**src/rtl/fifo_frame_arbiter_pkg.sv**
```systemverilog
// Shared types and sizing for the two-source frame arbiter in front of the 2048x8 FIFO.
package fifo_arb_pkg;

    localparam int DEPTH     = 2048;
    localparam int DEPTH_W   = 11;
    localparam int DATA_W    = 8;
    localparam int MAX_FRAME = 256;

    typedef enum logic [1:0] {
        IDLE = 2'd0,
        XFER = 2'd1,
        DROP = 2'd2
    } arb_state_e;

    function automatic logic [1:0] idx_to_grant(input logic idx);
        idx_to_grant = idx ? 2'b10 : 2'b01;
    endfunction

endpackage

```
**src/rtl/fifo_frame_arbiter_if.sv**
```systemverilog
// Source streams, FIFO write/observe signals and status of the frame arbiter.
interface fifo_frame_arbiter_if #(
    parameter int DATA_W  = fifo_arb_pkg::DATA_W,
    parameter int DEPTH_W = fifo_arb_pkg::DEPTH_W
);
    logic              src0_valid;
    logic [DATA_W-1:0] src0_data;
    logic              src0_last;
    logic              src0_ready;
    logic              src1_valid;
    logic [DATA_W-1:0] src1_data;
    logic              src1_last;
    logic              src1_ready;
    logic              fifo_wr_en;
    logic [DATA_W-1:0] fifo_wr_data;
    logic              fifo_wr_full;
    logic              fifo_rd_en;
    logic              fifo_rd_empty;
    logic [1:0]        grant;
    logic [DEPTH_W:0]  level;
    logic              ovf_err;

    modport slave (
        input  src0_valid, src0_data, src0_last,
        output src0_ready,
        input  src1_valid, src1_data, src1_last,
        output src1_ready,
        output fifo_wr_en, fifo_wr_data,
        input  fifo_wr_full, fifo_rd_en, fifo_rd_empty,
        output grant, level, ovf_err
    );

    modport master (
        output src0_valid, src0_data, src0_last,
        input  src0_ready,
        output src1_valid, src1_data, src1_last,
        input  src1_ready,
        input  fifo_wr_en, fifo_wr_data,
        output fifo_wr_full, fifo_rd_en, fifo_rd_empty,
        input  grant, level, ovf_err
    );

endinterface

```
**src/rtl/fifo_frame_arbiter_level_tracker.sv**
```systemverilog
// Shadow occupancy counter of the FIFO, built from the write strobe and the effective read strobe.
module fifo_level_tracker
    import fifo_arb_pkg::*;
#(
    parameter int DEPTH   = fifo_arb_pkg::DEPTH,
    parameter int DEPTH_W = fifo_arb_pkg::DEPTH_W,
    parameter int THRESH  = fifo_arb_pkg::MAX_FRAME
) (
    input  logic             clk,
    input  logic             rst_n,
    input  logic             wr_en,
    input  logic             rd_en,
    input  logic             rd_empty,
    output logic [DEPTH_W:0] level,
    output logic             room
);
    localparam int LW = DEPTH_W + 1;
    localparam logic [LW-1:0] DEPTH_L  = LW'(DEPTH);
    localparam logic [LW-1:0] THRESH_L = LW'(THRESH);
    localparam logic [LW-1:0] ONE_L    = LW'(1);

    logic          rd_s;
    logic [LW-1:0] level_r;
    logic [LW-1:0] space_s;

    // A read of an empty FIFO moves nothing, so it must not count
    assign rd_s    = rd_en & ~rd_empty;
    assign space_s = DEPTH_L - level_r;
    assign room    = (space_s >= THRESH_L);
    assign level   = level_r;

    // Occupancy counter; a same-cycle write and read cancel out
    always_ff @(posedge clk or negedge rst_n) begin
        if (!rst_n) begin
            level_r <= {LW{1'b0}};
        end else begin
            case ({wr_en, rd_s})
                2'b10:   level_r <= level_r + ONE_L;
                2'b01:   level_r <= level_r - ONE_L;
                default: level_r <= level_r;
            endcase
        end
    end

endmodule

```
**src/rtl/fifo_frame_arbiter.sv**
```systemverilog
// Round-robin frame arbiter: grants one source per frame, only when a worst-case frame fits.
module fifo_frame_arbiter
    import fifo_arb_pkg::*;
#(
    parameter int DEPTH     = fifo_arb_pkg::DEPTH,
    parameter int DEPTH_W   = fifo_arb_pkg::DEPTH_W,
    parameter int DATA_W    = fifo_arb_pkg::DATA_W,
    parameter int MAX_FRAME = fifo_arb_pkg::MAX_FRAME
) (
    input  logic                 clk,
    input  logic                 rst_n,
    fifo_frame_arbiter_if.slave  bus
);
    localparam int LW = DEPTH_W + 1;
    localparam logic [LW-1:0] BEAT_LAST = LW'(MAX_FRAME - 1);
    localparam logic [LW-1:0] BEAT_ONE  = LW'(1);

    arb_state_e        state_r;
    logic [1:0]        grant_r;
    logic              rr_r;
    logic [LW-1:0]     beat_r;
    logic              ovf_err_r;

    logic              room_s;
    logic              pick_s;
    logic              sel_valid_s;
    logic              sel_last_s;
    logic              sel_ready_s;
    logic [DATA_W-1:0] sel_data_s;
    logic              accept_s;
    logic              wr_en_s;
    logic              src0_ready_s;
    logic              src1_ready_s;
    logic [LW-1:0]     level_s;

    fifo_level_tracker #(
        .DEPTH   (DEPTH),
        .DEPTH_W (DEPTH_W),
        .THRESH  (MAX_FRAME)
    ) u_level (
        .clk      (clk),
        .rst_n    (rst_n),
        .wr_en    (wr_en_s),
        .rd_en    (bus.fifo_rd_en),
        .rd_empty (bus.fifo_rd_empty),
        .level    (level_s),
        .room     (room_s)
    );

    // Round-robin pick: on contention the source that did not win last time goes next
    always_comb begin
        pick_s = 1'b0;
        if (bus.src0_valid && bus.src1_valid) begin
            pick_s = ~rr_r;
        end else begin
            pick_s = bus.src1_valid;
        end
    end

    // Data mux and handshake for the granted source; the write path is combinational
    always_comb begin
        sel_ready_s  = 1'b0;
        sel_valid_s  = 1'b0;
        sel_last_s   = 1'b0;
        sel_data_s   = {DATA_W{1'b0}};
        case (state_r)
            XFER:    sel_ready_s = ~bus.fifo_wr_full;
            DROP:    sel_ready_s = 1'b1;
            default: sel_ready_s = 1'b0;
        endcase
        if (grant_r[1]) begin
            sel_valid_s = bus.src1_valid;
            sel_last_s  = bus.src1_last;
            sel_data_s  = bus.src1_data;
        end else begin
            sel_valid_s = bus.src0_valid;
            sel_last_s  = bus.src0_last;
            sel_data_s  = bus.src0_data;
        end
        accept_s     = sel_valid_s & sel_ready_s;
        src0_ready_s = grant_r[0] & sel_ready_s;
        src1_ready_s = grant_r[1] & sel_ready_s;
        if (state_r == XFER) begin
            wr_en_s = accept_s;
        end else begin
            wr_en_s = 1'b0;
        end
    end

    // Frame FSM; grant, round-robin pointer, beat count and overflow pulse are all registered here
    always_ff @(posedge clk or negedge rst_n) begin
        if (!rst_n) begin
            state_r   <= IDLE;
            grant_r   <= 2'b00;
            rr_r      <= 1'b1;
            beat_r    <= {LW{1'b0}};
            ovf_err_r <= 1'b0;
        end else begin
            ovf_err_r <= 1'b0;
            case (state_r)
                IDLE: begin
                    if (room_s && (bus.src0_valid || bus.src1_valid)) begin
                        grant_r <= idx_to_grant(pick_s);
                        rr_r    <= pick_s;
                        beat_r  <= {LW{1'b0}};
                        state_r <= XFER;
                    end else begin
                        grant_r <= 2'b00;
                        state_r <= IDLE;
                    end
                end
                XFER: begin
                    if (accept_s) begin
                        beat_r <= beat_r + BEAT_ONE;
                        if (sel_last_s) begin
                            grant_r <= 2'b00;
                            state_r <= IDLE;
                        end else if (beat_r == BEAT_LAST) begin
                            // Byte MAX_FRAME is still written; the rest of the frame is discarded
                            ovf_err_r <= 1'b1;
                            state_r   <= DROP;
                        end else begin
                            state_r <= XFER;
                        end
                    end else begin
                        state_r <= XFER;
                    end
                end
                DROP: begin
                    if (accept_s && sel_last_s) begin
                        grant_r <= 2'b00;
                        state_r <= IDLE;
                    end else begin
                        state_r <= DROP;
                    end
                end
                default: begin
                    grant_r <= 2'b00;
                    state_r <= IDLE;
                end
            endcase
        end
    end

    assign bus.src0_ready   = src0_ready_s;
    assign bus.src1_ready   = src1_ready_s;
    assign bus.fifo_wr_en   = wr_en_s;
    assign bus.fifo_wr_data = sel_data_s;
    assign bus.grant        = grant_r;
    assign bus.level        = level_s;
    assign bus.ovf_err      = ovf_err_r;

endmodule

```
**src/flat_wrapper.sv**
```systemverilog
// flat-port wrapper written by rule: the top's interface ports become plain ports
module fifo_frame_arbiter_flat import fifo_arb_pkg::*;
#(
    parameter int DEPTH     = fifo_arb_pkg::DEPTH,
    parameter int DEPTH_W   = fifo_arb_pkg::DEPTH_W,
    parameter int DATA_W    = fifo_arb_pkg::DATA_W,
    parameter int MAX_FRAME = fifo_arb_pkg::MAX_FRAME
)
  (clk, rst_n, bus_src0_valid, bus_src0_data, bus_src0_last, bus_src0_ready, bus_src1_valid, bus_src1_data, bus_src1_last, bus_src1_ready, bus_fifo_wr_en, bus_fifo_wr_data, bus_fifo_wr_full, bus_fifo_rd_en, bus_fifo_rd_empty, bus_grant, bus_level, bus_ovf_err);
  fifo_frame_arbiter_if #(.DATA_W(DATA_W), .DEPTH_W(DEPTH_W)) bus_i ();
  input  logic clk;
  input  logic rst_n;
  input wire logic [$bits(bus_i.src0_valid)-1:0] bus_src0_valid;
  input wire logic [$bits(bus_i.src0_data)-1:0] bus_src0_data;
  input wire logic [$bits(bus_i.src0_last)-1:0] bus_src0_last;
  output wire logic [$bits(bus_i.src0_ready)-1:0] bus_src0_ready;
  input wire logic [$bits(bus_i.src1_valid)-1:0] bus_src1_valid;
  input wire logic [$bits(bus_i.src1_data)-1:0] bus_src1_data;
  input wire logic [$bits(bus_i.src1_last)-1:0] bus_src1_last;
  output wire logic [$bits(bus_i.src1_ready)-1:0] bus_src1_ready;
  output wire logic [$bits(bus_i.fifo_wr_en)-1:0] bus_fifo_wr_en;
  output wire logic [$bits(bus_i.fifo_wr_data)-1:0] bus_fifo_wr_data;
  input wire logic [$bits(bus_i.fifo_wr_full)-1:0] bus_fifo_wr_full;
  input wire logic [$bits(bus_i.fifo_rd_en)-1:0] bus_fifo_rd_en;
  input wire logic [$bits(bus_i.fifo_rd_empty)-1:0] bus_fifo_rd_empty;
  output wire logic [$bits(bus_i.grant)-1:0] bus_grant;
  output wire logic [$bits(bus_i.level)-1:0] bus_level;
  output wire logic [$bits(bus_i.ovf_err)-1:0] bus_ovf_err;
  assign bus_i.src0_valid = bus_src0_valid;
  assign bus_i.src0_data = bus_src0_data;
  assign bus_i.src0_last = bus_src0_last;
  assign bus_src0_ready = bus_i.src0_ready;
  assign bus_i.src1_valid = bus_src1_valid;
  assign bus_i.src1_data = bus_src1_data;
  assign bus_i.src1_last = bus_src1_last;
  assign bus_src1_ready = bus_i.src1_ready;
  assign bus_fifo_wr_en = bus_i.fifo_wr_en;
  assign bus_fifo_wr_data = bus_i.fifo_wr_data;
  assign bus_i.fifo_wr_full = bus_fifo_wr_full;
  assign bus_i.fifo_rd_en = bus_fifo_rd_en;
  assign bus_i.fifo_rd_empty = bus_fifo_rd_empty;
  assign bus_grant = bus_i.grant;
  assign bus_level = bus_i.level;
  assign bus_ovf_err = bus_i.ovf_err;
  fifo_frame_arbiter #(.DEPTH(DEPTH), .DEPTH_W(DEPTH_W), .DATA_W(DATA_W), .MAX_FRAME(MAX_FRAME)) u_core (.clk(clk), .rst_n(rst_n), .bus(bus_i));
endmodule
```
**config.mk**
```make
export PLATFORM = sky130hd
export DESIGN_NAME = fifo_frame_arbiter_flat
export DESIGN_NICKNAME = d
export VERILOG_FILES = /design/src/rtl/fifo_frame_arbiter_pkg.sv /design/src/rtl/fifo_frame_arbiter_if.sv /design/src/rtl/fifo_frame_arbiter_level_tracker.sv /design/src/rtl/fifo_frame_arbiter.sv /design/src/flat_wrapper.sv
export SDC_FILE = /design/constraint.sdc
export NUM_CORES = 1
export LEC_CHECK = 0
export CORE_ASPECT_RATIO = 0.8
export CORE_MARGIN = 2
export CORE_UTILIZATION = 50
export CTS_CLUSTER_SIZE = 40
export DETAILED_ROUTE_END_ITERATION = 8
export GPL_TIMING_DRIVEN = 0
export PLACE_DENSITY_LB_ADDON = 0.2
export SLEW_MARGIN = 0
export SYNTH_ARGS = -nofsm -noshare
export SYNTH_HDL_FRONTEND = slang
export SYNTH_SLANG_ARGS = --single-unit
export TNS_END_PERCENT = 30
```
**constraint.sdc**
```tcl
create_clock -name clk -period 8.8 [get_ports clk]
set_input_delay 1.76 -clock clk [delete_from_list [all_inputs] [get_ports clk]]
set_output_delay 1.76 -clock clk [all_outputs]
set_load 0.01 [all_outputs]
```
# After elaboration in Yosys (flattened, before gate mapping)
# Cells that the tools add are included.
dict set report op_classes {
  addsub 4
  magnitude_cmp 1
  n_eq_ne 9
  n_mux 26
  bitwise 7
  reduce_logical 10
}
# operator count
set op_table {}
lappend op_table {{$pmux 12 s2} 2}
lappend op_table {{$add 12x1->12 const B} 2}
lappend op_table {{$mux 12} 2}
lappend op_table {{$mux 2} 9}
lappend op_table {{$eq 12x8->1 const B} 1}
lappend op_table {{$ge 12x9->1 const B} 1}
lappend op_table {{$pmux 2 s3} 2}
lappend op_table {{$sub 12x1->12 const B} 1}
lappend op_table {{$sub 12x12->12 const A} 1}
lappend op_table {{$mux 1} 9}
lappend op_table {{$mux 8} 1}
lappend op_table {{$ne 2x1->1 const B} 4}
lappend op_table {{$reduce_and 3->1} 2}
lappend op_table {{$and 1x1->1} 4}
lappend op_table {{$eq 2x1->1 const B} 2}
lappend op_table {{$eq 2x2->1 const B} 2}
lappend op_table {{$reduce_bool 2->1} 2}
lappend op_table {{$logic_and 1x1->1} 3}
lappend op_table {{$not 1->1} 3}
lappend op_table {{$logic_not 2->1} 1}
lappend op_table {{$pmux 1 s2} 1}
lappend op_table {{$reduce_and 2->1} 1}
lappend op_table {{$logic_or 1x1->1} 1}
dict set report totals {
  reg_bits 30
  inputBits 25
  output_inout_bits 26
  word_cells 63
}

# Longest topological paths before layout
# Gate-level depths: netlist of run 1.
dict set report depth {
  ltp_word 6
  mapped_depth 16
  mapped_depth_nobuf 13
}

# Hierarchy
# Synthesis of run 1 repeated with hierarchy kept, for this count alone.
dict set report unflattened {
  cells_unflattened 265
  area_unflattened_um2 2356.0
}
# mod n_inst cells_each area_per_inst_um2 seq_area_each_um2
set modules_own_cells {}
lappend modules_own_cells {fifo_level_tracker 1 144 1192.4 300.3}
lappend modules_own_cells {fifo_frame_arbiter 1 121 1163.6 451.7}

# Least setup slack after synthesis of run 1
# OpenSTA, ideal clock, no wires.
dict set report synth_path {
  path_kind {input -> register}
  from {in bus_src1_valid}
  to {reg u_core.u_level.level_r[6], in the netlist u_core.u_level.level[6]}
  setup_time_ns 0.134
  arrival_time_ns 4.314
  t_required_ns 8.666
  path_slack_ns 4.352
  stages 14
  n_path_buf 3
  cell_sequence {mux2i_1 a2111o_1 ha_1 clkbuf_1 clkbuf_1 clkbuf_1 xor2_1 ha_1 and3b_1 o21ai_0 nand2_1 mux2i_1 a31oi_1 xor2_1}
}
dict set report synth_between {
  elab_chain_len 5
  elab_cells_between_ends 7
  classes_between {eq/ne (2); mux (3); bitwise (1); reduce/logical (1)}
}
# item line
set synth_rtl {}
lappend synth_rtl {{from (decl)} flat_wrapper.sv:17} ;# input wire logic [$bits(bus_i.src1_valid)-1:0] bus_src1_valid;
lappend synth_rtl {{$mux 1 (*)} fifo_frame_arbiter.sv:71} ;# if (grant_r[1]) begin
lappend synth_rtl {{$and 1x1->1 (*)} fifo_frame_arbiter.sv:80} ;# accept_s = sel_valid_s & sel_ready_s;
lappend synth_rtl {{$mux 1 (*)} fifo_frame_arbiter.sv:83} ;# if (state_r == XFER) begin
lappend synth_rtl {{$eq 2x1->1 or $eq 2x2->1 (tied branches)} fifo_frame_arbiter_level_tracker.sv:37} ;# case ({wr_en, rd_s})
lappend synth_rtl {{$pmux 12 s2 or $reduce_bool 2->1 (tied branches)} --}
lappend synth_rtl {{to (signal assigned)} fifo_frame_arbiter_level_tracker.sv:38} ;# 2'b10: level_r <= level_r + ONE_L;
lappend synth_rtl {{to (signal assigned)} fifo_frame_arbiter_level_tracker.sv:39} ;# 2'b01: level_r <= level_r - ONE_L;
lappend synth_rtl {{to (signal assigned)} fifo_frame_arbiter_level_tracker.sv:40} ;# default: level_r <= level_r;
lappend synth_rtl {{to (decl)} fifo_frame_arbiter_level_tracker.sv:23} ;# logic [LW-1:0] level_r;
# Every way passes the cells marked *; elsewhere a longest branch is shown, timed or not.
# A chain may end at the register's enable or synchronous reset.

# Worst setup path after layout of run 1
dict set report layout_path {
  from {in bus_src1_valid}
  to {out bus_fifo_wr_en}
}
dict set report layout_between {
  elab_chain_len 3
}
# item line
set layout_rtl {}
lappend layout_rtl {{$mux 1} fifo_frame_arbiter.sv:71}
lappend layout_rtl {{$and 1x1->1} fifo_frame_arbiter.sv:80}
lappend layout_rtl {{$mux 1} fifo_frame_arbiter.sv:83}
lappend layout_rtl {{to (decl)} flat_wrapper.sv:21} ;# output wire logic [$bits(bus_i.fifo_wr_en)-1:0] bus_fifo_wr_en;
# Every way passes these cells.

==> impl_metrics.py, run 1 <==
metrics = {
    "status": {
        "status": "finished clean",
    },
    "logic_synthesis": {
        "synthCells": 251,
        "yosys_warnings": 0,
        "yosysSeqAreaShare_pct": 33.9,
        "netlist_area_sq_mm": 0.00222,
        "synth-main-ff-cell": "dfrtp_1",
        "ys_seq_elements": 30,
        "avgSynthCellArea_sq_um": 8.85,
        "synth-edff-count": 0,
        "synth_cell_types": 52,
        "synth_fp_nets": 284,
        "asyncSetResetFlopFracSynth_pct": 100,
    },
    "timing": {
        "fin_crit_ns": 5.33,
        "worstMarginPinSlew_ns": 0.789,
        "hold_viol_final": 0,
        "rsz0062_at_grt": "false",
        "setup_tns_ns": 0,
        "layout_setup_ws_ns": 3.47,
        "finalSetupViolations": 0,
        "finalCritPeriodShare_pct": 60.6,
        "maxSlewViolCount": 0,
        "timing.fmax_ghz": 0.187,
        "max-slew-margin-rel_pct": 46.9,
        "skew_ns": 0.00634,
    },
    "routing": {
        "viasPerCell": 5.64,
        "wl_per_cell_um": 14.5,
        "first_pass_iters": 4,
        "num_vias": 2066,
        "drt_iter0_markers": 128,
        "drtAntennaViolNets": 0,
        "routed_wl_um": 5300,
        "drc": 0,
    },
    "grt": {
        "grt_pass1_vias": 1953,
        "antenna_found_initial": 0,
        "grtUsageTotal_pct": 22.4,
        "grt_overflow_total": 0,
        "grt_pass1_wl_um": 8960,
        "grt_max_degree": 31,
    },
    "setup_path": {
        "ff2ff_setup_slack_ns": 4.95,
        "r2r_start": "u_core.state_r[0]",
        "cp_max_fo": 9,
        "worstPathArrival_ns": 3.57,
        "critPathCapture": "bus_fifo_wr_en",
        "startpoint_type": "input port",
        "crit_required_ns": 7.04,
        "rr_worst_depth": 16,
        "startpoint": "bus_src1_valid",
        "timing.rr.end": "u_core.u_level.level[6]",
        "end_kind": "output port",
        "crit_type": "in -> out",
    },
    "job": {
        "max_cap_violations": 0,
    },
    "finish": {
        "drive_gt1_share_pct": 11.3,
        "diodes": 0,
        "final_nets": 341,
        "finalNonFillerCells": 366,
        "area_delta_synth_final_pct": 29.6,
        "fin_util_pct": 68.0,
    },
    "floorplan": {
        "die-height_um": 63.6,
        "die_area_sq_mm": 0.00499,
        "rows": 21,
        "start_util_pct": 52.5,
        "io_pins": 51,
        "die_w_um": 78.5,
        "fp.coreArea_sq_mm": 0.00423,
    },
    "placed_design": {
        "place_inst": 358,
        "globalplace.congestion": 0.895,
        "port_buffers": 50,
        "dp_slack_ns": 3.40,
        "hpwl_um": 3850,
    },
    "cts": {
        "cts_root_buf": "clkbuf_8",
        "clock-sinks": 30,
        "cts_buffers": 5,
        "clock_latency_ns": 0.28,
        "cts_resized": 0,
        "cts.hold.buffers_added": 0,
        "path_clk_slew_ns": 0.06,
        "post_cts_buffers": 0,
        "cts-htree-levels": 2,
        "clock_path_buffers": 2,
        "cts_tree": "built",
    },
    "hold_path": {
        "hp-class": "reg -> reg",
    },
    "power": {
        "leakagePower_uw": 0.00119,
        "power_uw": 782,
        "ir_drop_mv": 0.176,
        "power.density_mw_per_mm2": 272,
    },
}
[layout by cell type (no fill, tap or decap), drive strengths merged, types with 11 or more instances in the layout]
cell and count:
clkdlybuf4s50 49, xor2 16, clkbuf 15, inv 11, nor2 21, a21oi 15, nand2 12, o21ai 20
dfrtp 29, mux2 11
[report_power, final]
| group | switching (uW) | internal [uW] |
|---|---|---|
| registers | 50.1 | 185 |
| clock network | 50.9 | 63.7 |
| logic | 224 | 208 |
[synth_stat cells, drive strengths merged (2+ instances only)]
| library cell | number | share of area [%] |
|---|---|---|
| nand3b | 2 | 0.68 |
| o21a | 3 | 1.0 |
| nor3 | 9 | 2.0 |
| and3b | 2 | 0.79 |
| nor2 | 21 | 3.5 |
| nor4 | 5 | 2.6 |
| mux2i | 3 | 1.4 |
| inv | 11 | 1.9 |
| and3 | 8 | 2.4 |
| xnor2 | 5 | 2.0 |
| nand2 | 12 | 2.0 |
| o22ai | 3 | 0.85 |
| nor3b | 3 | 1.0 |
| ha | 8 | 4.5 |
| nand2b | 2 | 0.56 |
| nor2b | 7 | 2.0 |
| nand4 | 5 | 1.4 |
| clkbuf | 7 | 1.2 |
| xor2 | 16 | 6.3 |
| nand3 | 10 | 2.8 |
| and4 | 3 | 1.2 |
| o21ai | 20 | 4.5 |
| a211oi | 3 | 1.2 |
| and2 | 2 | 0.56 |
| or3 | 3 | 0.85 |
| buf | 6 | 1.4 |
| a31oi | 3 | 0.85 |
| a21oi | 15 | 3.4 |
| mux2 | 11 | 5.6 |
| dfrtp | 29 | 33 |
[worst max-delay path, stage by stage]
cell and delay (ns):
clkdlybuf4s50_1 0.49, mux2i_1 0.10, a2111o_1 0.48, clkinv_1 0.18
clkdlybuf4s50_1 0.56
[cell families (layout without fill, tap and decap cells)]
family | count (synthesis) | in the layout | share of synthesized area, %
AO/OA/AOI/OAI | 56 | 56 | 16.1
buffers and inverters | 25 | 83 | 4.62
XOR/XNOR | 21 | 21 | 8.28
flip-flops | 30 | 30 | 33.9
AND/OR/NAND/NOR | 97 | 97 | 25.7
adder cells (fa/ha/maj) | 8 | 8 | 4.51
multiplexers | 14 | 14 | 6.93
[metal layers]
layer	track usage [%]	part of all wire (%)	vias to the layer above
li1	-	-	1016
met1	31.2	48	952
met2	34.9	42	96
met3	5.59	9.9	2
met5	0	0	-
met4	5.70	0.45	0
[worst min path at each step]
stage | startpoint | to | slack (ns) | depth (start not counted)
2_1_floorplan | u_core.rr_r | u_core.rr_r | 0.49 | 1
3_3_place_gp | u_core.rr_r | u_core.rr_r | 0.50 | 1
3_5_place_dp | u_core.rr_r | u_core.rr_r | 0.50 | 1
4_1_cts | u_core.rr_r | u_core.rr_r | 0.51 | 1
5_1_grt | u_core.rr_r | u_core.rr_r | 0.53 | 1
6_report | u_core.rr_r | u_core.rr_r | 0.51 | 1
[flip-flops by register name, summed over array words and instances (netlist names)]
register	flops
u_core.bus.ovf_err	1
u_core.u_level.level	12
u_core.bus.grant	2
u_core.rr_r	1
u_core.state_r	2
u_core.beat_r	12
[metrics by stage]
step                area (sq um)  hold slack, ns
global route                2880           0.533
CTS                         2880           0.511
floorplan                   2220           0.492
finish                      2880           0.510
detailed placement          2790           0.501
global placement            2790           0.499
[layout make-up]
type / instances / area, sq um
Tap cell: 57 / 71.3
Multi-Input combinational cell: 196 / 1370
Inverter: 12 / 45.0
Clock buffer: 8 / 90.1
Buffer: 13 / 57.6
Timing Repair Buffer: 50 / 495
Fill cell: 347 / 1350
Sequential cell: 30 / 752
(Power assumes the default switching activity.)
==> run 2, diff against run 1 <==
Clock period 8.8 ns to 5.3 ns, I/O delays scaled along.
==> results of run 2 <==
The final DEF is identical to that of run 1. Status: finished clean.
Among the figures that moved: setup slack after placement 3.40 ns -> 0.603 ns; setup slack after layout 3.47 ns -> 0.824 ns; end point of the critical path bus_fifo_wr_en -> u_core.u_level.level[10]; register-to-register setup slack 4.95 ns -> 1.45 ns; total power 782 uW -> 1300 uW; worst IR drop on VDD 0.176 mV -> 0.293 mV
==> run 3, diff against run 2 <==
Settings changed: CORE_UTILIZATION 50 to 46.
Clock period 5.3 ns to 4 ns, I/O delays scaled along.
==> run 3 against run 2 <==
Net effect:
- cell count rose by 1.1%
- via count fell by 0.58%
- flip-flop and latch count did not move
- clock skew rose by 0.0019 ns
- design area rose by 1.8%
- worst hold slack improved by 0.0033 ns
- setup slack got worse by 0.56 ns
- first-iteration DRC count fell by 17%
- core utilization fell by 4.7 points
- clock power rose by 68%
- die area rose by 8.2%
- critical path type unchanged
- critical endpoint is now u_core.u_level.level[8]
- highest routed layer unchanged
==> impl_metrics.py, run 3 (same netlist as run 1, synthesis figures left out) <==
metrics = {
    "grt": {
        "grt_overflow_total": 0,
        "antenna_found_initial": 0,
        "grt_pass1_wl_um": 8760,
        "grtUsageTotal_pct": 21.3,
        "grt_pass1_vias": 1926,
        "grt_max_degree": 31,
    },
    "floorplan": {
        "io_pins": 51,
        "die-height_um": 66.2,
        "fp.coreArea_sq_mm": 0.00462,
        "die_w_um": 81.7,
        "rows": 22,
        "start_util_pct": 48.0,
        "die_area_sq_mm": 0.00540,
    },
    "status": {
        "status": "finished clean",
    },
    "routing": {
        "drtAntennaViolNets": 0,
        "drt_iter0_markers": 106,
        "routed_wl_um": 5340,
        "viasPerCell": 5.55,
        "first_pass_iters": 4,
        "wl_per_cell_um": 14.4,
        "drc": 0,
        "num_vias": 2054,
    },
    "finish": {
        "mostFrequentLayoutCell": "clkdlybuf4s50_1",
        "final_cell_mix": "clkdlybuf4s50_1, dfrtp_1, nor2_1",
        "final_nets": 342,
        "diodes": 0,
        "final_area_sq_mm": 0.00293,
        "finalNonFillerCells": 370,
        "n_fill_cell": 394,
        "drive_gt1_share_pct": 13.2,
        "area_delta_synth_final_pct": 31.9,
    },
    "placed_design": {
        "port_buffers": 50,
        "globalplace.congestion": 0.880,
        "dp_slack_ns": -0.579,
        "placed_area_sq_mm": 0.00280,
        "hpwl_um": 3930,
        "place_inst": 361,
    },
    "timing": {
        "fin_crit_ns": 3.74,
        "rsz0062_at_grt": "false",
        "max-slew-margin-rel_pct": 45.1,
        "finalSetupViolations": 0,
        "worstMarginPinSlew_ns": 0.816,
        "skew_ns": 0.00827,
        "setup_tns_ns": 0,
        "timing.fmax_ghz": 0.268,
        "maxSlewViolCount": 0,
        "finalCritPeriodShare_pct": 93.4,
        "hold_viol_final": 0,
        "layout_setup_ws_ns": 0.263,
    },
    "job": {
        "max_cap_violations": 0,
    },
    "cts": {
        "cts-htree-levels": 2,
        "clock_path_buffers": 2,
        "cts_buffers": 5,
        "path_clk_slew_ns": 0.07,
        "clock_latency_ns": 0.28,
        "clock-sinks": 30,
        "cts_root_buf": "clkbuf_8",
        "cts_tree": "built",
    },
    "power": {
        "swShare_pct": 39.8,
        "ir_drop_mv": 0.301,
        "leakagePower_uw": 0.00121,
        "p_int_uw": 1080,
        "seqPwrFrac_pct": 29.0,
        "pwr-share-comb_pct": 53.2,
        "power.switching_uw": 713,
        "power.density_mw_per_mm2": 611,
        "clockPowerShare_pct": 17.9,
    },
    "setup_path": {
        "critical_path_buf_inv_count": 3,
        "cp_slowest_cell": "clkdlybuf4s50_1",
        "crit_type": "in -> reg",
        "path_delay_family": "compound AO/OA/AOI/OAI gates",
        "ff2ff_setup_slack_ns": 0.60,
        "worstPathArrival_ns": 3.90,
        "cp_max_fo": 10,
        "crit_required_ns": 4.16,
        "cp_slowest_stage_delay_ns": 0.50,
        "startpoint_type": "input port",
        "crit_chain": "clkdlybuf4s50_1 -> mux2i_1 -> a2111o_1 -> ha_2 -> buf_4 -> clkbuf_4 -> xor2_1 -> ha_1 -> and3b_1 -> o21ai_1 -> a21oi_1 -> o21ai_0 -> o211ai_1 -> xnor2_1",
        "end_kind": "flop",
    },
    "hold_path": {
        "hp-class": "reg -> reg",
    },
}
run 3: worst paths after layout:
| kind | from | to | cells past startpoint |
|---|---|---|---|
| min reg2reg | u_core.rr_r | u_core.rr_r | 1 |
| max in group asynchronous | rst_n | u_core.beat_r[4] | 1 |
| max reg2reg | u_core.state_r[0] | u_core.u_level.level[8] | 15 |
| min | u_core.rr_r | u_core.rr_r | 1 |
| min in group asynchronous | rst_n | u_core.u_level.level[5] | 1 |
| max | bus_src1_valid | u_core.u_level.level[8] | 14 |
run 3: layout make-up:
cell class	count	area, sq um	share of cell area (%)
multi-input combinational	196	1370	46.7
sequential	30	752	25.7
timing repair buffer	52	510	17.4
clock buffer	7	86.3	2.95
tap	60	75.1	2.56
buffer	12	61.3	2.09
inverter	12	45.0	1.54
clock inverter	1	30.0	1.03
run 3: per-stage QoR:
| step | power [uW] | utilization, % | hold slack, ns |
|---|---|---|---|
| 3_3_place_gp | 1440 | 60.5 | 0.501 |
| 4_1_cts | 1790 | 63.1 | 0.516 |
| 5_1_grt | 1930 | 63.3 | 0.530 |
| 3_5_place_dp | 1460 | 60.5 | 0.506 |
| 6_report | 1790 | 63.3 | 0.513 |
| 2_1_floorplan | 1110 | - | 0.492 |
run 3: what timing repair did:
item | in CTS | in global routing
pin swaps | 1 | 2
buffers inserted | 0 | 2
gates resized for setup | 4 | 6
hold buffers | 0 | 0
setup endpoints to repair | 4 | 4
run 3: power by group through the flow:
| stage | sequential (uW) | clock [uW] | combinational (uW) |
|---|---|---|---|
| final | 518 | 319 | 952 |
| after global routing | 541 | 338 | 1050 |
| after CTS | 518 | 327 | 946 |
| after detailed placement | 522 | 0 | 941 |
| after global placement | 519 | 0 | 926 |
| after floorplan | 538 | 0 | 568 |
run 3: routing by layer:
metal	share of wire [%]	up-vias	wire, um	track usage, %
met5	0	-	0	0
met4	0.82	0	44	6.67
met3	8.7	5	463	4.92
met2	42	73	2250	32.5
met1	48	962	2590	29.8
li1	-	1014	-	-
==> edit 1: new RTL, settings of run 2 <==
Reset style: synchronous (`rst_n`), changed in 2 clocked blocks.
--- a/src/rtl/fifo_frame_arbiter_level_tracker.sv
+++ b/src/rtl/fifo_frame_arbiter_level_tracker.sv
@@ -32,3 +32,3 @@
     // Occupancy counter; a same-cycle write and read cancel out
-    always_ff @(posedge clk or negedge rst_n) begin
+    always_ff @(posedge clk) begin
         if (!rst_n) begin
--- a/src/rtl/fifo_frame_arbiter.sv
+++ b/src/rtl/fifo_frame_arbiter.sv
@@ -90,3 +90,3 @@
     // Frame FSM; grant, round-robin pointer, beat count and overflow pulse are all registered here
-    always_ff @(posedge clk or negedge rst_n) begin
+    always_ff @(posedge clk) begin
         if (!rst_n) begin
Formal check against the unedited RTL: differs if rst_n is asserted again (counterexample within 4 cycles, from zero or initial values and one cycle with rst_n low); with rst_n held inactive, the same outputs for 10 cycles.
==> edit 1 against run 2 <==
Maximum frequency rose by 2.1%; worst setup slack better by 91 ps; count of clock-buffer cells in the layout down 3; core utilization rose by 0.39 points; wire length up 5.7%; area after synthesis grew 2.6%; synthesized cell count increased by 12%; sequential cell count did not move; cell area increased by 1.8%.
Power is not compared: it rests on default switching activity, and its combinational part moved more than twofold at a synthesized area within 25%.
==> edit 1: results (changes against run 2) <==
- Worst slew margin: 0.488 (+0.0186)
- Ranking of synthesized cells by area: dfxtp_1 26%, xor2_1 5.4%, nor2_1 4.8%
- Wire length per cell: 14.1 µm (-2.3%)
- Non-filler cells, final: 396 (+8.2%)
- Fraction of layout cells with a size suffix above 1: 0.112 (-0.00117)
- Count of cell types in the netlist: 61 (+17%)
- First-pass GRT wire length: 9450 µm (+5.4%)
- Synthesized net count: 315 (+11%)
- Initial drt markers: 159 (+24%)
- Gr usage total: 0.232 (+0.00768)
- Via count: 2258 (+9.3%)
- WP data arrival: 4560 ps (-80 ps)
- Outcome: completed
- Dpl ws: 620 ps (+17.6 ps)
- Post-DP HPWL: 4190 µm (+8.8%)
- Pin count of the biggest net entering global routing: 11 (-65%)
- Vias in the first global route: 2046 (+4.8%)
- Async S/R FF share, synth: 0 (-1.00)
- Fillers: 349 (+0.58%)
- Drt first pass iters: 7 (+3)
- Most instantiated cells after synthesis: 30 x dfxtp_1, 29 x nor2_1, 26 x nand2_1
- Placed insts: 389 (+8.7%)
- Clock Skews: 5.49 ps (-0.849 ps)
- Cells after synthesis: 282 (+12%)
- Final net count: 372 (+9.1%)
edit 1: cell types whose count changed in the layout (fill, tap and decap cells not counted), sizes merged, moves of 5 or more:
cell    delta
dfxtp     +30
a21oi      -7
buf        +6
nor3       -6
o21ai      -6
nand2b     +5
dfrtp     -29
nor2       +8
and3       -6
nand3      +6
nand2     +14
edit 1: cells by family (layout without fill, tap and decap cells):
group	after synthesis	after routing	synth area share
adder cells (fa/ha/maj)	8	8	0.0439
multiplexers	16	16	0.0752
AO/OA/AOI/OAI	56	56	0.170
XOR/XNOR	19	19	0.0730
AND/OR/NAND/NOR	124	124	0.304
buffers and inverters	29	86	0.0708
flip-flops	30	30	0.263
edit 1: worst paths after layout:
| kind | from | endpoint | slack, ps | cells past startpoint |
|---|---|---|---|---|
| worst max-delay path | bus_src0_valid | u_core.u_level.level[6] | 920 | 15 |
| worst min-delay path | u_core.rr_r | u_core.rr_r | 480 | 2 |
| worst max register to register | u_core.state_r[1] | u_core.u_level.level[6] | 1460 | 16 |
| worst min register to register | u_core.rr_r | u_core.rr_r | 480 | 2 |
edit 1: metrics by stage:
| stage | total power (µW) | area (µm²) |
|---|---|---|
| after floorplan | 393 | 2280 |
| after global placement | 468 | 2850 |
| after detailed placement | 471 | 2850 |
| after CTS | 640 | 2930 |
| after global routing | 676 | 2930 |
| final | 639 | 2930 |
edit 1: power breakdown:
group          switching [µW]  leakage, µW  internal [µW]
clock network            81.3    0.0000438           87.8
registers                13.8     0.000244            239
logic                     112     0.000836            105
total                     207      0.00112            432
edit 1: area by class of cell:
cell class / count / share of cell area
multi-input combinational: 223 / 0.518
sequential: 30 / 0.205
timing repair buffer: 50 / 0.171
buffer: 21 / 0.0448
tap: 57 / 0.0243
clock buffer: 5 / 0.0235
inverter: 8 / 0.0102
clock inverter: 2 / 0.00342
edit 1: worst max-delay path, stage by stage:
cell,delay [ps]
clkdlybuf4s50_1,510
mux2_2,180
o2111ai_1,340
ha_1,360
buf_4,170
buf_6,140
buf_4,180
xor2_1,150
ha_1,220
nand4bb_1,120
nand4_1,250
or4_1,460
a31oi_1,170
xor2_1,80
and2_1,160
edit 1: routing by layer:
layer / vias to the layer above / track usage / share of wire
met5: - / 0 / 0
met4: 0 / 0.0302 / 0.0018
met3: 4 / 0.0537 / 0.056
met2: 74 / 0.349 / 0.45
met1: 1057 / 0.344 / 0.49
li1: 1123 / - / -
==> edit 2: new RTL, flow settings as in run 2 <==
Made on the original files. `DEPTH_W`: 11 -> 22.
--- a/src/rtl/fifo_frame_arbiter_pkg.sv
+++ b/src/rtl/fifo_frame_arbiter_pkg.sv
@@ -4,3 +4,3 @@
     localparam int DEPTH     = 2048;
-    localparam int DEPTH_W   = 11;
+    localparam int DEPTH_W   = 22;
     localparam int DATA_W    = 8;
Ports: changed (resized bus_level); port bits go from 51 to 62. The function was not compared with the original's and may differ.
==> edit 2 against run 2 <==
Via count increased by 130%; wire length up 150%; core utilization shrank 5.4 points; worst setup slack worse by 440 ps; area after synthesis grew 100%; cell area is 86% higher; sequential cell count rose by 22; hold slack lost 40 ps; power is 98% higher.
==> edit 2: results (changes against run 2) <==
- IR drop worst, VDD: 338 µV (+15%)
- Placed insts: 723 (+100%)
- Async S/R FF share, synth: 1.00 (unchanged)
- Mux cell area share after synthesis: 0.0482 (-0.0211)
- Post-synthesis adder-cell area fraction: 0.0225 (-0.0225)
- Vias in the first global route: 4330 (+120%)
- Clock Skews: 16.2 ps (+9.87 ps)
- Register area share after synthesis: 0.293 (-0.0454)
- Dpl ws: -1270 ps (-1870 ps)
- Non-filler cells, final: 731 (+100%)
- Ranking of synthesized cells by area: dfrtp_1 29%, nor2_1 3.6%, nand2_1 3.5%
- Pin count of the biggest net entering global routing: 40 (+29%)
- Via count: 4664 (+130%)
- Gr usage total: 0.275 (+0.0507)
- Outcome: completed
- WP data arrival: 5160 ps (+520 ps)
- Fraction of layout cells with a size suffix above 1: 0.0953 (-0.0180)
- Static Leak: 0.00202 µW (+71%)
- GPL Wtd Cong: 0.999 (+12%)
- Final net count: 651 (+91%)
- Synthesis warning total: 0 (unchanged)
- HP Class: flip-flop to flip-flop
- Clk buf depth: 2 (unchanged)
- Worst skew pair latency: 320 ps (+40 ps)
- Worst slew margin: 0.350 (-0.120)
- Synthesized net count: 582 (+100%)
- Count of cell types in the netlist: 77 (+48%)
- Post-Route WL: 13000 µm (+150%)
- First-pass GRT wire length: 21100 µm (+140%)
- Sw frac: 0.489 (+0.0736)
- Compound-Gate Fraction of Synth Area: 0.265 (+0.103)
- Fillers: 728 (+110%)
- Worst Path Max Fanout: 19 (+9)
- N_diodes: 0 (unchanged)
- Initial drt markers: 435 (+240%)
- Initial antenna violation count: 0 (unchanged)
- Post-DP HPWL: 9370 µm (+140%)
- Total negative slack: 0 ps (unchanged)
- Min cycle time layout: 4920 ps (+441 ps)
- Most instantiated cells after synthesis: 51 x dfrtp_1, 43 x nor2_1, 42 x nand2_1
- CTS HTree Levels: 2 (unchanged)
- Worst-path clk slew: 110 ps (+50 ps)
- XOR/XNOR share of the synthesized area: 0.0454 (-0.0375)
- Primary FF master, synth: dfrtp_1
- Drt first pass iters: 5 (+1)
- I/O Buffers: 61 (+22%)
- Clk root buf: clkbuf_8
- Cells after synthesis: 549 (+120%)
- TritonCTS buffer count: 5 (unchanged)
[edit 2: changes by cell type after synthesis, sizes merged, moves of 12 or more]
| cell | run 2 | this run |
|---|---|---|
| inv | 11 | 29 |
| nor2 | 21 | 43 |
| dfrtp | 29 | 51 |
| nand3 | 10 | 23 |
| a21oi | 15 | 32 |
| clkbuf | 7 | 31 |
| xnor2 | 5 | 17 |
| nand2 | 12 | 42 |
[edit 2: power groups by stage]
stage	sequential [µW]	combinational, µW	clock [µW]
2_1_floorplan	718	1020	0
3_3_place_gp	703	1530	0
6_report	709	1610	256
3_5_place_dp	708	1560	0
5_1_grt	731	1760	278
4_1_cts	703	1570	260
[edit 2: kinds of logic (layout without fill, tap and decap cells)]
family,after synthesis,in the layout
buffers and inverters,74,144
muxes,20,20
adders and majority gates,8,8
AOI/OAI and AO/OA,161,161
and+or+nand+nor,211,211
xor gates and xnor gates,23,23
DFF,52,52
[edit 2: area by class of cell]
class	count	area share
sequential	52	0.243
buffer	42	0.0369
tap	112	0.0262
clock buffer	5	0.0128
inverter	30	0.0210
multi-input combinational	423	0.535
timing repair buffer	64	0.120
clock inverter	3	0.00514
[edit 2: worst max-delay path: stages]
cell and delay (ps):
clkdlybuf4s50_1 400, o21ai_0 180, nand2_1 110, nor2_1 170, nand2_1 160, ha_2 290
clkbuf_2 200, buf_4 240, clkbuf_4 230, xor2_1 180, ha_1 200, nor3b_1 200
o21ai_1 150, a21oi_2 250, a2111oi_4 100, buf_4 200, or4_1 480, a31oi_1 210
xnor2_1 140
[edit 2: final timing paths]
check,endpoint,slack (ps),cells after the start,startpoint
worst min-delay path,u_core.rr_r,470,2,u_core.rr_r
worst max-delay path,u_core.u_level.level[14],380,19,bus_fifo_wr_full
worst max register to register,u_core.u_level.level[14],470,21,u_core.state_r[1]
max in group asynchronous,u_core.rr_r,4060,2,rst_n
worst min register to register,u_core.rr_r,470,2,u_core.rr_r
min in group asynchronous,u_core.u_level.level[7],630,1,rst_n
[edit 2: per-layer routing]
metal | part of all wire | vias to the layer above | GRT usage
li1 | - | 2177 | -
met3 | 0.10 | 20 | 0.0574
met4 | 0.010 | 0 | 0.0644
met5 | 0 | - | 0
met1 | 0.47 | 2209 | 0.421
met2 | 0.42 | 258 | 0.393
[edit 2: metrics by stage]
step / cell area (µm²) / power [µW]
finish: 5360 / 2570
CTS: 5320 / 2530
floorplan: 4440 / 1740
global placement: 5190 / 2240
global route: 5360 / 2770
detailed placement: 5210 / 2270
[edit 2: timing repair]
item / in CTS / in global routing
setup endpoints to repair: 9 / 8
buffers inserted: 1 / 1
pin swaps: 1 / 1
resized for setup: 4 / 13
